$ cat config.mk
export PLATFORM = sky130hd
export DESIGN_NAME = control_sequencer_flat
export DESIGN_NICKNAME = d
export VERILOG_FILES = /design/src/rtl/control_sequencer_pkg.sv /design/src/rtl/control_sequencer_if.sv /design/src/rtl/control_sequencer.sv /design/src/flat_wrapper.sv
export SDC_FILE = /design/constraint.sdc
export NUM_CORES = 1
export LEC_CHECK = 0
export CAP_MARGIN = 20
export CELL_PAD_IN_SITES_DETAIL_PLACEMENT = 0
export CELL_PAD_IN_SITES_GLOBAL_PLACEMENT = 1
export CORE_MARGIN = 10
export CORE_UTILIZATION = 22
export CTS_CLUSTER_DIAMETER = 80
export DETAILED_ROUTE_END_ITERATION = 7
export GPL_ROUTABILITY_DRIVEN = 0
export GPL_TIMING_DRIVEN = 0
export PLACE_DENSITY = 0.86
export SLEW_MARGIN = 20
export SYNTH_ARGS = -nofsm -noshare
export SYNTH_HDL_FRONTEND = slang
export SYNTH_SLANG_ARGS = --single-unit
$ cat constraint.sdc
create_clock -name clock -period 2.1 [get_ports clock]
set_input_delay 0.21 -clock clock [delete_from_list [all_inputs] [get_ports clock]]
set_output_delay 0.21 -clock clock [all_outputs]
set_load 0.02 [all_outputs]
$ cat src/rtl/control_sequencer_pkg.sv
// Shared LEGv8 sequencer definitions: control-word field positions,
// sequencer state encoding and micro-state constants.
package legv8_ctrl_pkg;

  localparam int CW_W    = 31;
  localparam int PSEL_HI = 30;
  localparam int PSEL_LO = 29;
  localparam int DA_HI   = 28;
  localparam int DA_LO   = 24;
  localparam int SA_HI   = 23;
  localparam int SA_LO   = 19;
  localparam int SB_HI   = 18;
  localparam int SB_LO   = 14;
  localparam int FSEL_HI = 13;
  localparam int FSEL_LO = 9;
  localparam int REGW    = 8;
  localparam int RAMW    = 7;
  localparam int EN_MEM  = 6;
  localparam int EN_ALU  = 5;
  localparam int EN_B    = 4;
  localparam int EN_PC   = 3;
  localparam int BSEL    = 2;
  localparam int PCSEL   = 1;
  localparam int SL      = 0;

  // Psel=00 holds PC; nothing writes, nothing drives the bus.
  localparam logic [CW_W-1:0] CW_NOP = '0;

  // Decoder micro-state meaning "this instruction is finished".
  localparam logic [1:0] ST_DONE = 2'b00;

  typedef enum logic [1:0] {
    SEQ_IDLE  = 2'd0,
    SEQ_FETCH = 2'd1,
    SEQ_EXEC  = 2'd2,
    SEQ_HALT  = 2'd3
  } seq_state_t;

  // A step touching data memory (read enable or RAM write) must wait for mem_ready.
  function automatic logic is_mem_step(input logic [CW_W-1:0] cw);
    return cw[EN_MEM] | cw[RAMW];
  endfunction

  // While stalled, PC must not advance and no register may be written.
  function automatic logic [CW_W-1:0] stall_mask(input logic [CW_W-1:0] cw);
    logic [CW_W-1:0] m;
    m = cw;
    m[PSEL_HI:PSEL_LO] = 2'b00;
    m[REGW] = 1'b0;
    return m;
  endfunction

endpackage

$ cat src/rtl/control_sequencer_if.sv
// Bundle between the sequencer, instruction/data memory, decoder mux and datapath.
interface control_sequencer_if;
  import legv8_ctrl_pkg::*;

  logic            start;
  logic            halt_req;
  logic [31:0]     instruction;
  logic            mem_ready;
  logic [CW_W-1:0] dec_controlWord;
  logic [1:0]      dec_nextState;
  logic [63:0]     dec_K;

  logic [31:0]     IR;
  logic [1:0]      state;
  logic [CW_W-1:0] controlWord;
  logic [63:0]     K;
  logic            mem_req;
  logic            halted;
  logic            fault;
  logic [31:0]     retired;

  modport master (
    output start, halt_req, instruction, mem_ready,
           dec_controlWord, dec_nextState, dec_K,
    input  IR, state, controlWord, K, mem_req, halted, fault, retired
  );

  modport slave (
    input  start, halt_req, instruction, mem_ready,
           dec_controlWord, dec_nextState, dec_K,
    output IR, state, controlWord, K, mem_req, halted, fault, retired
  );
endinterface

$ cat src/rtl/control_sequencer.sv
// LEGv8 multi-cycle fetch/execute sequencer: owns IR and the decoder
// micro-state, gates the decoder's control word onto the datapath, stalls
// memory steps on mem_ready, counts retirements and faults runaway instructions.
module control_sequencer
  import legv8_ctrl_pkg::*;
#(
  parameter int MAX_STEPS = 4
) (
  input logic                clock,
  input logic                reset,
  control_sequencer_if.slave bus
);

  localparam int CNT_W = $clog2(MAX_STEPS) + 1;
  localparam logic [CNT_W-1:0] LAST_STEP = CNT_W'(MAX_STEPS - 1);

  seq_state_t      seq;
  logic [31:0]     ir;
  logic [1:0]      ustate;
  logic [CNT_W-1:0] step_cnt;
  logic            fault;
  logic [31:0]     retired;

  logic [CW_W-1:0] cw;
  logic [63:0]     k;
  logic            mem_step;
  logic            commit;

  // Datapath drive: NOP outside EXEC, decoder word in EXEC, masked while stalled.
  always_comb begin
    cw       = CW_NOP;
    k        = '0;
    mem_step = 1'b0;
    commit   = 1'b0;
    if (seq == SEQ_EXEC) begin
      mem_step = is_mem_step(bus.dec_controlWord);
      commit   = ~mem_step | bus.mem_ready;
      cw       = commit ? bus.dec_controlWord : stall_mask(bus.dec_controlWord);
      k        = bus.dec_K;
    end
  end

  // Sequencer FSM with IR, micro-state, step limit and retirement counter.
  always_ff @(posedge clock) begin
    if (reset) begin
      seq      <= SEQ_IDLE;
      ir       <= '0;
      ustate   <= ST_DONE;
      step_cnt <= '0;
      fault    <= 1'b0;
      retired  <= '0;
    end else begin
      unique case (seq)
        SEQ_IDLE: begin
          if (bus.start) seq <= SEQ_FETCH;
        end
        SEQ_FETCH: begin
          ir       <= bus.instruction;
          ustate   <= ST_DONE;
          step_cnt <= '0;
          seq      <= SEQ_EXEC;
        end
        SEQ_EXEC: begin
          if (commit) begin
            step_cnt <= step_cnt + 1'b1;
            ustate   <= bus.dec_nextState;
            if (bus.dec_nextState == ST_DONE) begin
              retired <= retired + 32'd1;
              seq     <= bus.halt_req ? SEQ_HALT : SEQ_FETCH;
            end else if (step_cnt == LAST_STEP) begin
              fault <= 1'b1;
              seq   <= SEQ_HALT;
            end
          end
        end
        SEQ_HALT: begin
          seq <= SEQ_HALT;
        end
        default: begin
          seq <= SEQ_IDLE;
        end
      endcase
    end
  end

  assign bus.IR          = ir;
  assign bus.state       = ustate;
  assign bus.controlWord = cw;
  assign bus.K           = k;
  assign bus.mem_req     = mem_step;
  assign bus.halted      = (seq == SEQ_HALT);
  assign bus.fault       = fault;
  assign bus.retired     = retired;

endmodule
$ cat src/flat_wrapper.sv
// flat-port wrapper written by rule: the top's interface ports become plain ports
module control_sequencer_flat import legv8_ctrl_pkg::*;
#(
  parameter int MAX_STEPS = 4
)
  (clock, reset, bus_start, bus_halt_req, bus_instruction, bus_mem_ready, bus_dec_controlWord, bus_dec_nextState, bus_dec_K, bus_IR, bus_state, bus_controlWord, bus_K, bus_mem_req, bus_halted, bus_fault, bus_retired);
  control_sequencer_if bus_i ();
  input logic clock;
  input logic reset;
  input wire logic [$bits(bus_i.start)-1:0] bus_start;
  input wire logic [$bits(bus_i.halt_req)-1:0] bus_halt_req;
  input wire logic [$bits(bus_i.instruction)-1:0] bus_instruction;
  input wire logic [$bits(bus_i.mem_ready)-1:0] bus_mem_ready;
  input wire logic [$bits(bus_i.dec_controlWord)-1:0] bus_dec_controlWord;
  input wire logic [$bits(bus_i.dec_nextState)-1:0] bus_dec_nextState;
  input wire logic [$bits(bus_i.dec_K)-1:0] bus_dec_K;
  output wire logic [$bits(bus_i.IR)-1:0] bus_IR;
  output wire logic [$bits(bus_i.state)-1:0] bus_state;
  output wire logic [$bits(bus_i.controlWord)-1:0] bus_controlWord;
  output wire logic [$bits(bus_i.K)-1:0] bus_K;
  output wire logic [$bits(bus_i.mem_req)-1:0] bus_mem_req;
  output wire logic [$bits(bus_i.halted)-1:0] bus_halted;
  output wire logic [$bits(bus_i.fault)-1:0] bus_fault;
  output wire logic [$bits(bus_i.retired)-1:0] bus_retired;
  assign bus_i.start = bus_start;
  assign bus_i.halt_req = bus_halt_req;
  assign bus_i.instruction = bus_instruction;
  assign bus_i.mem_ready = bus_mem_ready;
  assign bus_i.dec_controlWord = bus_dec_controlWord;
  assign bus_i.dec_nextState = bus_dec_nextState;
  assign bus_i.dec_K = bus_dec_K;
  assign bus_IR = bus_i.IR;
  assign bus_state = bus_i.state;
  assign bus_controlWord = bus_i.controlWord;
  assign bus_K = bus_i.K;
  assign bus_mem_req = bus_i.mem_req;
  assign bus_halted = bus_i.halted;
  assign bus_fault = bus_i.fault;
  assign bus_retired = bus_i.retired;
  control_sequencer #(.MAX_STEPS(MAX_STEPS)) u_core (.clock(clock), .reset(reset), .bus(bus_i));
endmodule
==> summary.txt <==
status: complete, no violations
Tot GR Track Use: 15.1%
clk buf depth: 2
DRC Markers: 0
M1 GR Usage: 18.4%
Core Area: 0.0165 mm2
Synth Area per Inst: 7.79 um2
first-pass GRT wire length: 26300 um
met3 Track Usage GR: 6.85%
RSZ-0062 raised after global routing: false
Seq/Total Area, Yosys: 39.1%
EDFF count, synth: 0
post-synthesis register bit count: 72
clk_skew: 0.00604 ns
Crit Path Category: flip-flop to primary output
largest family of logic cells by synthesized area: simple AND/OR/NAND/NOR gates
post-synthesis compound-gate area fraction: 8.85%
final hold vios: 0
WL final: 17900 um
vias in the first global route: 4245
root buf cell: clkbuf_16
Post-Syn Instances: 474
Max Clk Rate: 0.507 GHz
Wirelength per Cell: 17.7 um
TritonCTS clock tree: yes
H-tree levels: 3
ant diodes: 0
fin nets: 920
CP Capture Type: primary output
Synth Net Count: 611
critical path arrival: 1.76 ns
max-slew violations: 0
Power, Total: 4.18 mW
power density cells: 578 mW/mm2
die area: 0.0224 mm2
ys flop type: dfxtp_1
maximum vdd ir drop: 0.494 mV
Detailed Route Iter0 Violations: 261
Worst-path clk slew: 0.06 ns
adder-cell share of the synthesized area: 1.02%
setup violators final: 0
post-synthesis xor/xnor area fraction: 4.98%
I/O pins: 298
grt met2 use: 24.2%
DRT Pass-1 Iters: 6
Hold Worst Slack: 0.419 ns
total instance count after detailed placement: 991
worst skew pair latency: 0.33 ns
post-route antenna net violation count: 0
Die Y-Extent: 150 um
hpwl dp: 14800 um
end-of-flow core utilization: 43.8%
commonest non-fill, non-tap cells in the layout: 201 x clkdlybuf4s50_1, 95 x and2_1, 82 x nand2_1
PortBufs: 297
Leakage Power: 2.99 nW
Tcrit/Tclk final: 93.9%
largest net degree at the start of global routing: 13
die width: 150 um
initial antenna violation count: 2
DR vias/cell: 4.24
Slew HR: 57.6%
post-synthesis mux area share: 0.915%
P&R area growth vs syn: 96.2%
most common cell after layout, fill and taps aside: clkdlybuf4s50_1
vias: 4269
fin crit period: 1.97 ns
Starting Density: 22.3%
yosys warns: 0
crit path max fanout: 10
worst slew pin tran: 0.636 ns
Tightest Hold Check Type: input pin to flip-flop
CTS buffer count: 9
max-cap viol count: 0
Most Crowded Layer GR: met2
Worst EP required: 1.89 ns
TritonCTS Sinks: 72
Non-Filler Instances: 1008
share of layout cells above drive strength 1: 10.0%
Mapped Area: 0.00369 mm2
distinct cell type count after synthesis: 44
grt ovf: 0
Post-Route Setup TNS: 0 ns
Post-Synth Simple-Gate Area: 41.6%
ys async rst share: 0%
startpoint types: flip-flop
Rows: 47
layer usage:
| metal | up-vias | wire length (um) |
|---|---|---|
| met5 | - | 31 |
| met4 | 4 | 95 |
| met3 | 13 | 1720 |
| met2 | 137 | 8560 |
| met1 | 1936 | 7460 |
| li1 | 2179 | - |
final timing paths:
| kind | startpoint | to | slack, ns | depth (start not counted) |
|---|---|---|---|---|
| max reg2reg | u_core.bus.retired[0]$_SDFFE_PP0P_ | u_core.bus.retired[30]$_SDFFE_PP0P_ | 0.19 | 6 |
| max | u_core.seq[1]$_SDFFE_PP0P_ | bus_K[11] | 0.13 | 5 |
| min reg2reg | u_core.bus.IR[4]$_SDFFE_PP0P_ | u_core.bus.IR[4]$_SDFFE_PP0P_ | 0.45 | 2 |
| min | bus_instruction[12] | u_core.bus.IR[12]$_SDFFE_PP0P_ | 0.42 | 3 |
through the flow:
stage | cell area [um2] | worst slack [ns]
after floorplan | 3690 | 0.279
after global placement | 6940 | -0.437
after detailed placement | 6940 | -0.447
after CTS | 7260 | 0.00337
after global routing | 7240 | 0.0176
final | 7240 | 0.128
where the power goes:
group	leakage (nW)	switching (mW)	internal (mW)
Clock	0.161	0.603	1.14
Sequential	0.584	0.0289	1.42
Combinational	2.24	0.492	0.507
cells in the mapped netlist (all sizes together) (8+ instances only):
| master | n | area share, % |
|---|---|---|
| nand2 | 84 | 8.9 |
| nor2 | 36 | 3.9 |
| xor2 | 12 | 2.8 |
| clkbuf | 24 | 2.4 |
| a21oi | 46 | 6.2 |
| xnor2 | 9 | 2.1 |
| and2 | 96 | 16 |
| o21ai | 8 | 1.1 |
| and3 | 11 | 2.0 |
| nand3 | 11 | 1.6 |
| dfxtp | 72 | 39 |
| or3 | 8 | 1.4 |
| nand4 | 13 | 2.4 |
final cells by class:
| type | count | area (um2) |
|---|---|---|
| fillers | 1701 | 9280 |
| well taps | 220 | 275 |
| clock inverters | 4 | 75.1 |
| flip-flops and latches | 72 | 1450 |
| clock buffers | 12 | 267 |
| multi-input cells | 369 | 2120 |
| plain buffers | 29 | 146 |
| repair buffers | 298 | 2900 |
| inverters | 4 | 15.0 |
worst max-delay path: stages (launching register included):
cell and delay [ns]:
dfxtp_4 0.38, nor2b_2 0.15, buf_6 0.14, clkbuf_2 0.21, and2_1 0.15, dlygate4sd2_1 0.40
sequential cells by signal, indices dropped and copies added (netlist names):
signal,count
u_core.bus.retired,32
u_core.bus.IR,32
u_core.seq,2
u_core.bus.state,2
u_core.bus.fault,1
u_core.step_cnt,3
timing repair:
item / CTS / global route
hold buffers: 0 / 0
cloned: 0 / 0
buffers inserted: 1 / 0
setup endpoints to repair: 96 / 95
gates resized for setup: 169 / 15
logic make-up (layout without fill, tap and decap cells):
logic type	count (synthesis)	count (layout)
AOI/OAI and AO/OA	60	60
xor gates and xnor gates	21	21
adders and majority gates	3	3
buffers and inverters	33	347
DFF	72	72
muxes	3	3
and+or+nand+nor	282	282
No activity file was read; power rests on OpenSTA's default activity.
